==> src/rtl/seq_detect_param.sv <==
// Moore serial-pattern detector with a runtime-loadable PAT_LEN-bit pattern,
// selectable overlapping/non-overlapping matching and a saturating match counter.
module seq_detect_param #(
    parameter int                 PAT_LEN     = 3,
    parameter logic [PAT_LEN-1:0] PAT_DEFAULT = '0,
    parameter bit                 OVL_DEFAULT = 1'b1,
    parameter int                 CNT_W       = 8,
    localparam int                FILL_W      = $clog2(PAT_LEN + 1)
) (
    input  logic               clk,
    input  logic               rst,
    input  logic               in_valid,
    input  logic               din,
    input  logic               cfg_load,
    input  logic [PAT_LEN-1:0] cfg_pattern,
    input  logic               cfg_overlap,
    input  logic               clr_count,
    output logic               match,
    output logic [CNT_W-1:0]   match_count,
    output logic [FILL_W-1:0]  fill
);

    localparam logic [FILL_W-1:0] FULL    = FILL_W'(PAT_LEN);
    localparam logic [CNT_W-1:0]  CNT_MAX = '1;

    logic [PAT_LEN-1:0] hist_q, hist_d;
    logic [FILL_W-1:0]  fill_q, fill_d;
    logic [PAT_LEN-1:0] pat_q, pat_d;
    logic               ovl_q, ovl_d;
    logic               match_q, match_d;
    logic [CNT_W-1:0]   count_q, count_d;

    logic [PAT_LEN-1:0] hist_shift;
    logic [FILL_W-1:0]  fill_inc;
    logic               hit;

    always_comb begin
        hist_d     = hist_q;
        fill_d     = fill_q;
        pat_d      = pat_q;
        ovl_d      = ovl_q;
        count_d    = count_q;
        hit        = 1'b0;
        hist_shift = {hist_q[PAT_LEN-2:0], din};
        fill_inc   = (fill_q == FULL) ? FULL : fill_q + FILL_W'(1);

        // A config load wipes any partial match and drops a coincident sample.
        if (cfg_load) begin
            pat_d  = cfg_pattern;
            ovl_d  = cfg_overlap;
            hist_d = '0;
            fill_d = '0;
        end else if (in_valid) begin
            hist_d = hist_shift;
            // Gating on fill keeps the zeroed history from aliasing an all-zero pattern.
            hit    = (fill_inc == FULL) && (hist_shift == pat_q);
            fill_d = (hit && !ovl_q) ? '0 : fill_inc;
        end

        match_d = hit;

        if (clr_count) begin
            count_d = '0;
        end else if (hit && (count_q != CNT_MAX)) begin
            count_d = count_q + CNT_W'(1);
        end
    end

    always_ff @(posedge clk or posedge rst) begin
        if (rst) begin
            hist_q  <= '0;
            fill_q  <= '0;
            pat_q   <= PAT_DEFAULT;
            ovl_q   <= OVL_DEFAULT;
            match_q <= 1'b0;
            count_q <= '0;
        end else begin
            hist_q  <= hist_d;
            fill_q  <= fill_d;
            pat_q   <= pat_d;
            ovl_q   <= ovl_d;
            match_q <= match_d;
            count_q <= count_d;
        end
    end

    assign match       = match_q;
    assign match_count = count_q;
    assign fill        = fill_q;

endmodule
==> config.mk <==
export PLATFORM = sky130hd
export DESIGN_NAME = seq_detect_param
export DESIGN_NICKNAME = d
export VERILOG_FILES = /design/src/rtl/seq_detect_param.sv
export SDC_FILE = /design/constraint.sdc
export NUM_CORES = 1
export LEC_CHECK = 0
export BUFFER_PORTS_ARGS = -buffer_cell sky130_fd_sc_hd__buf_4
export CORE_UTILIZATION = 54
export CTS_BUF_LIST = sky130_fd_sc_hd__clkbuf_16
export CTS_CLUSTER_DIAMETER = 150
export DETAILED_ROUTE_END_ITERATION = 10
export PLACE_DENSITY = 0.92
export SLEW_MARGIN = 20
export SYNTH_ARGS = -nofsm -noshare
export SYNTH_HDL_FRONTEND = slang
export SYNTH_SLANG_ARGS = --single-unit
==> constraint.sdc <==
create_clock -name clk -period 3.7 [get_ports clk]
set_input_delay 0.555 -clock clk [delete_from_list [all_inputs] [get_ports clk]]
set_output_delay 0.555 -clock clk [all_outputs]
set_load 0.05 [all_outputs]
# ---- Word level (Yosys, flattened, before mapping)
# Index checks and enable logic that the tools add are counted.
dict set report op_classes {
  addsub 2
  n_eq_ne 4
  muxes 10
  reduce_logical 6
}
# cell count
set op_table {}
lappend op_table {{8-bit two-way mux} 2}
lappend op_table {{2-bit two-way mux} 6}
lappend op_table {{8-bit by 1-bit adder with 8-bit output, second input constant} 1}
lappend op_table {{8-bit inequality test, second input constant} 1}
lappend op_table {{2-bit equality test, second input constant} 2}
lappend op_table {{2-bit nonzero test} 2}
lappend op_table {{3-bit equality test} 1}
lappend op_table {{1-bit logical AND} 3}
lappend op_table {{2-bit by 1-bit adder with 2-bit output, second input constant} 1}
lappend op_table {{1-bit two-way mux} 2}
lappend op_table {{1-bit logical NOT} 1}
dict set report word_totals {
  register_bits 17
  inputBits 10
  output_inout_bits 11
  wordCells 28
}

# ---- Depth between registers and ports, before layout
dict set report logic_depth {
  word_depth 9
  mapped_depth 6
}

# ---- Worst setup path before layout
# No wires, ideal clock.
dict set report synth_timing {
  path_type {reg-to-reg}
  from {register count_q[0], in the netlist match_count[0]}
  to {register count_q[5], in the netlist match_count[5]}
  t_arrival_ps 1794
  t_required_ps 3575
  slack_ps 1782
  path_stages_with_launch 7
  path_buffers 1
  period_less_slack_ps 1918
  path_cell_list {dfrtp_1 > ha_1 > nand3_1 > nor2_1 > clkbuf_1 > nor4_1 > mux2_2}
}
dict set report synth_between {
  elab_chain_cells 3
  elab_cells_between_ends 6
  cone_classes {add/sub: 1; eq/ne: 1; mux: 2; reduce/logical: 2}
}
# element line_no
set synth_rtl {}
lappend synth_rtl {{start: declaration} 31} ;# logic [CNT_W-1:0] count_q, count_d;
lappend synth_rtl {{start signal: assignment} 83} ;# count_q <= count_d;
lappend synth_rtl {{8-bit by 1-bit adder with 8-bit output or 8-bit inequality test (tied branches)} {65, 64}}
lappend synth_rtl {{8-bit two-way mux or 1-bit logical AND (tied branches)} 64} ;# end else if (hit && (count_q != CNT_MAX)) begin
lappend synth_rtl {{8-bit two-way mux or 2-bit nonzero test (tied branches)} n/a}
# Several ways; a longest one is shown, not always the timed one. The select of a mux whose other input is x is not followed.
# A chain may end at the register's enable or synchronous reset.

# ---- Worst setup path in the final report
dict set report layout_timing {
  from {input din}
  to {register count_q[5], in the netlist match_count[5]}
}
dict set report layout_between {
  elab_chain_cells 6
}
# element line_no
set layout_rtl {}
lappend layout_rtl {{start: declaration} 13} ;# input logic din,
lappend layout_rtl {{3-bit equality test} 56} ;# hit = (fill_inc == FULL) && (hist_shift == pat_q);
lappend layout_rtl {{1-bit logical AND} 56}
lappend layout_rtl {{1-bit two-way mux} 53} ;# end else if (in_valid) begin
lappend layout_rtl {{1-bit two-way mux} 48} ;# if (cfg_load) begin
lappend layout_rtl {{1-bit logical AND} 64}
lappend layout_rtl {{2-bit nonzero test (no source line)} n/a}
# No other way between the ends.

==> results.ini <==
[synthesis]
synth_area_leader_cell = dfrtp_1
ys_seq_elements = 17
synth_area_um2 = 857
synth_top_area_frac = 0.467
syn_inst = 80
yosys-top-cells-area = dfrtp_1, mux2_2, a21oi_1
yosysWarnings = 0
synth_cell_types = 29
ys_seq_area_frac = 0.498
avgSynthCellArea_um2 = 10.7
syn_nets = 91

[finish]
multiInputGateArea_um2 = 387
areaGrowthSynthToFinish_pct = 25.8
nets = 111
fin_cells = 115
insertedDiodeCount = 0
fillers = 105
finalInstanceArea_mm2 = 0.00108
drive_gt1_frac = 0.323
seqCellArea_um2 = 427

[critical_path]
ff2ff_path_depth = 4
cp_slowest_cell = nor4_1
critPathLaunchType = primary input
crit_family = simple AND/OR/NAND/NOR gates
cp_cell_sequence = buf_4, xnor2_1, nand4_4, nor4_1, mux2_2
reg2reg_slack_ns = 1.84
cp.arrival_ns = 2.00
crit_buf_inv = 1
critical-path-max-stage-delay_ns = 0.39
r2r-end = match_count[5]
worstSetupPathType = in2reg
cp-end-kind = register
timing.rr.start = hist_q[0]
cp_max_fo = 16
required_ns = 3.83

[cts]
clk_latency_ns = 0.25
clock_sinks = 17
tritoncts = done
clockBufferDepth = 2
post_cts_buffers = 0
cts-resized-gates = 0
clk_pin_slew_ns = 0.05
cts_root_buf = clkbuf_16
cts_hold_buf = 0
cts_buffers = 3
h-tree-depth = 1

[placed_design]
dpl.hpwl_um = 1100
dp_cells = 111
dpl-instance-area_um2 = 998
port_buffers = 20
place.gp.congestion = 0.800

[detailed_routing]
firstDrtPassIters = 4
drt-initial-drc-count = 11
wirelength_um = 1640
wire_per_inst_um = 14.2
antenna_left = 0
viasPerCell = 6.02
drcViolationCount = 0
vias = 692

[status]
outcome = complete, no violations

[global_routing]
grt_use_total = 0.216
antenna_found_initial = 0
grt_pass1_wl_um = 2840
first_global_vias = 657
overflow = 0
grt_max_degree = 18

[floorplan]
dieArea_mm2 = 0.00175
pin_count = 21
core_mm2 = 0.00149
num_rows = 14
die_h_um = 41.8
initial_core_util = 0.576
fp.dieW_um = 41.8

[sta]
worst_pin_slew_ns = 0.602
hold_ws_ns = 0.378
setup_viol = 0
fmax_mhz = 536
tns_ns = 0
finalMaxSlewViolations = 0
relSlewSlack = 0.598
final_hold_viol_count = 0
min_period_over_period = 0.504
finalClockSkew_ns = 0.00278
rsz0062_at_grt = false
min_period_ns = 1.87

[power]
peakVddDrop_uv = 364
power.leakage_uw = 0.000478
powerDensity_mw_per_mm2 = 426

[run]
maxCapViolations = 0

[hold_path]
hold_class = in2async

[worst reg2reg max path: cells and delay by family, from the launching register on]
kind | cells | cell delay (ns)
simple gates | 2 | 0.64
flops | 1 | 0.40
mux | 1 | 0.38
xor+xnor | 1 | 0.31
[how the worst max path moves through the flow]
stage | start | cells after the start | slack, ns | endpoint
6_report | din | 5 | 1.83 | match_count[5]
5_1_grt | pat_q[2] | 4 | 1.71 | match_count[5]
4_1_cts | din | 5 | 1.83 | match_count[5]
3_5_place_dp | din | 5 | 1.65 | match_count[5]
3_3_place_gp | din | 5 | 1.68 | match_count[5]
2_1_floorplan | match_count[0] | 6 | 1.78 | match_count[5]
[cell usage in the layout, fill, tap and decap left out, drive strengths merged, types with 2 or more instances in the layout]
master,instances
nand3,4
dfrtp,16
xnor2,3
o21ai,2
o31ai,3
clkbuf,3
a21oi,9
buf,20
nor2,5
mux2,5
nand4,3
nand2,2
or3,2
or4,4
inv,4
o41ai,2
mux2i,2
[sequential cells by signal, indices dropped and copies added (netlist names)]
name         cells
fill             2
hist_q           2
match            1
match_count      8
ovl_q            1
pat_q            3
[stage by stage]
stage	utilization	power, uW	setup slack (ns)
after global placement	0.671	244	1.68
after detailed placement	0.671	245	1.65
after global routing	0.724	476	1.71
after CTS	0.724	460	1.83
final	0.724	460	1.83
after floorplan	-	232	1.78
[layer usage]
layer | part of all wire | wire (um) | vias up | global-route usage
met4 | 0.0086 | 14 | 0 | 0.0581
li1 | - | - | 337 | -
met1 | 0.47 | 766 | 330 | 0.299
met5 | 0 | 0 | - | 0
met2 | 0.48 | 779 | 23 | 0.331
met3 | 0.046 | 76 | 2 | 0.0652
[cells by family (layout without fill, tap and decap cells)]
family	count (synthesis)	after routing	share of synthesized area
mux	7	7	0.0890
compound gates	18	18	0.130
flops	17	17	0.498
fa+ha+maj	1	1	0.0146
xor+xnor	3	3	0.0307
simple gates	25	25	0.187
buf+inv	9	28	0.0511
[cell type report]
type,count,area share
clock buffer,3,0.0696
tap,16,0.0186
sequential,17,0.396
timing repair buffer,20,0.139
clock inverter,1,0.00464
multi-input combinational,54,0.358
inverter,4,0.0139
[power by group]
group,switching [uW],internal [uW]
sequential,6.22,194
clock,72.1,145
combinational,23.7,18.7
[synthesized netlist by cell type (all sizes together)]
cell type / number
nand4: 3
or4: 4
o41ai: 2
o21ai: 2
nor2b: 1
mux2: 5
dfrtp: 16
nand2: 2
buf: 4
xnor2: 3
o221ai: 1
or3: 2
nor2: 5
nand2b: 1
ha: 1
a211oi: 1
inv: 4
a21oi: 9
mux2i: 2
dfstp: 1
nor4: 1
and3b: 1
nand3: 4
clkbuf: 1
or3b: 1
o31ai: 3
(Power assumes the default switching activity.)
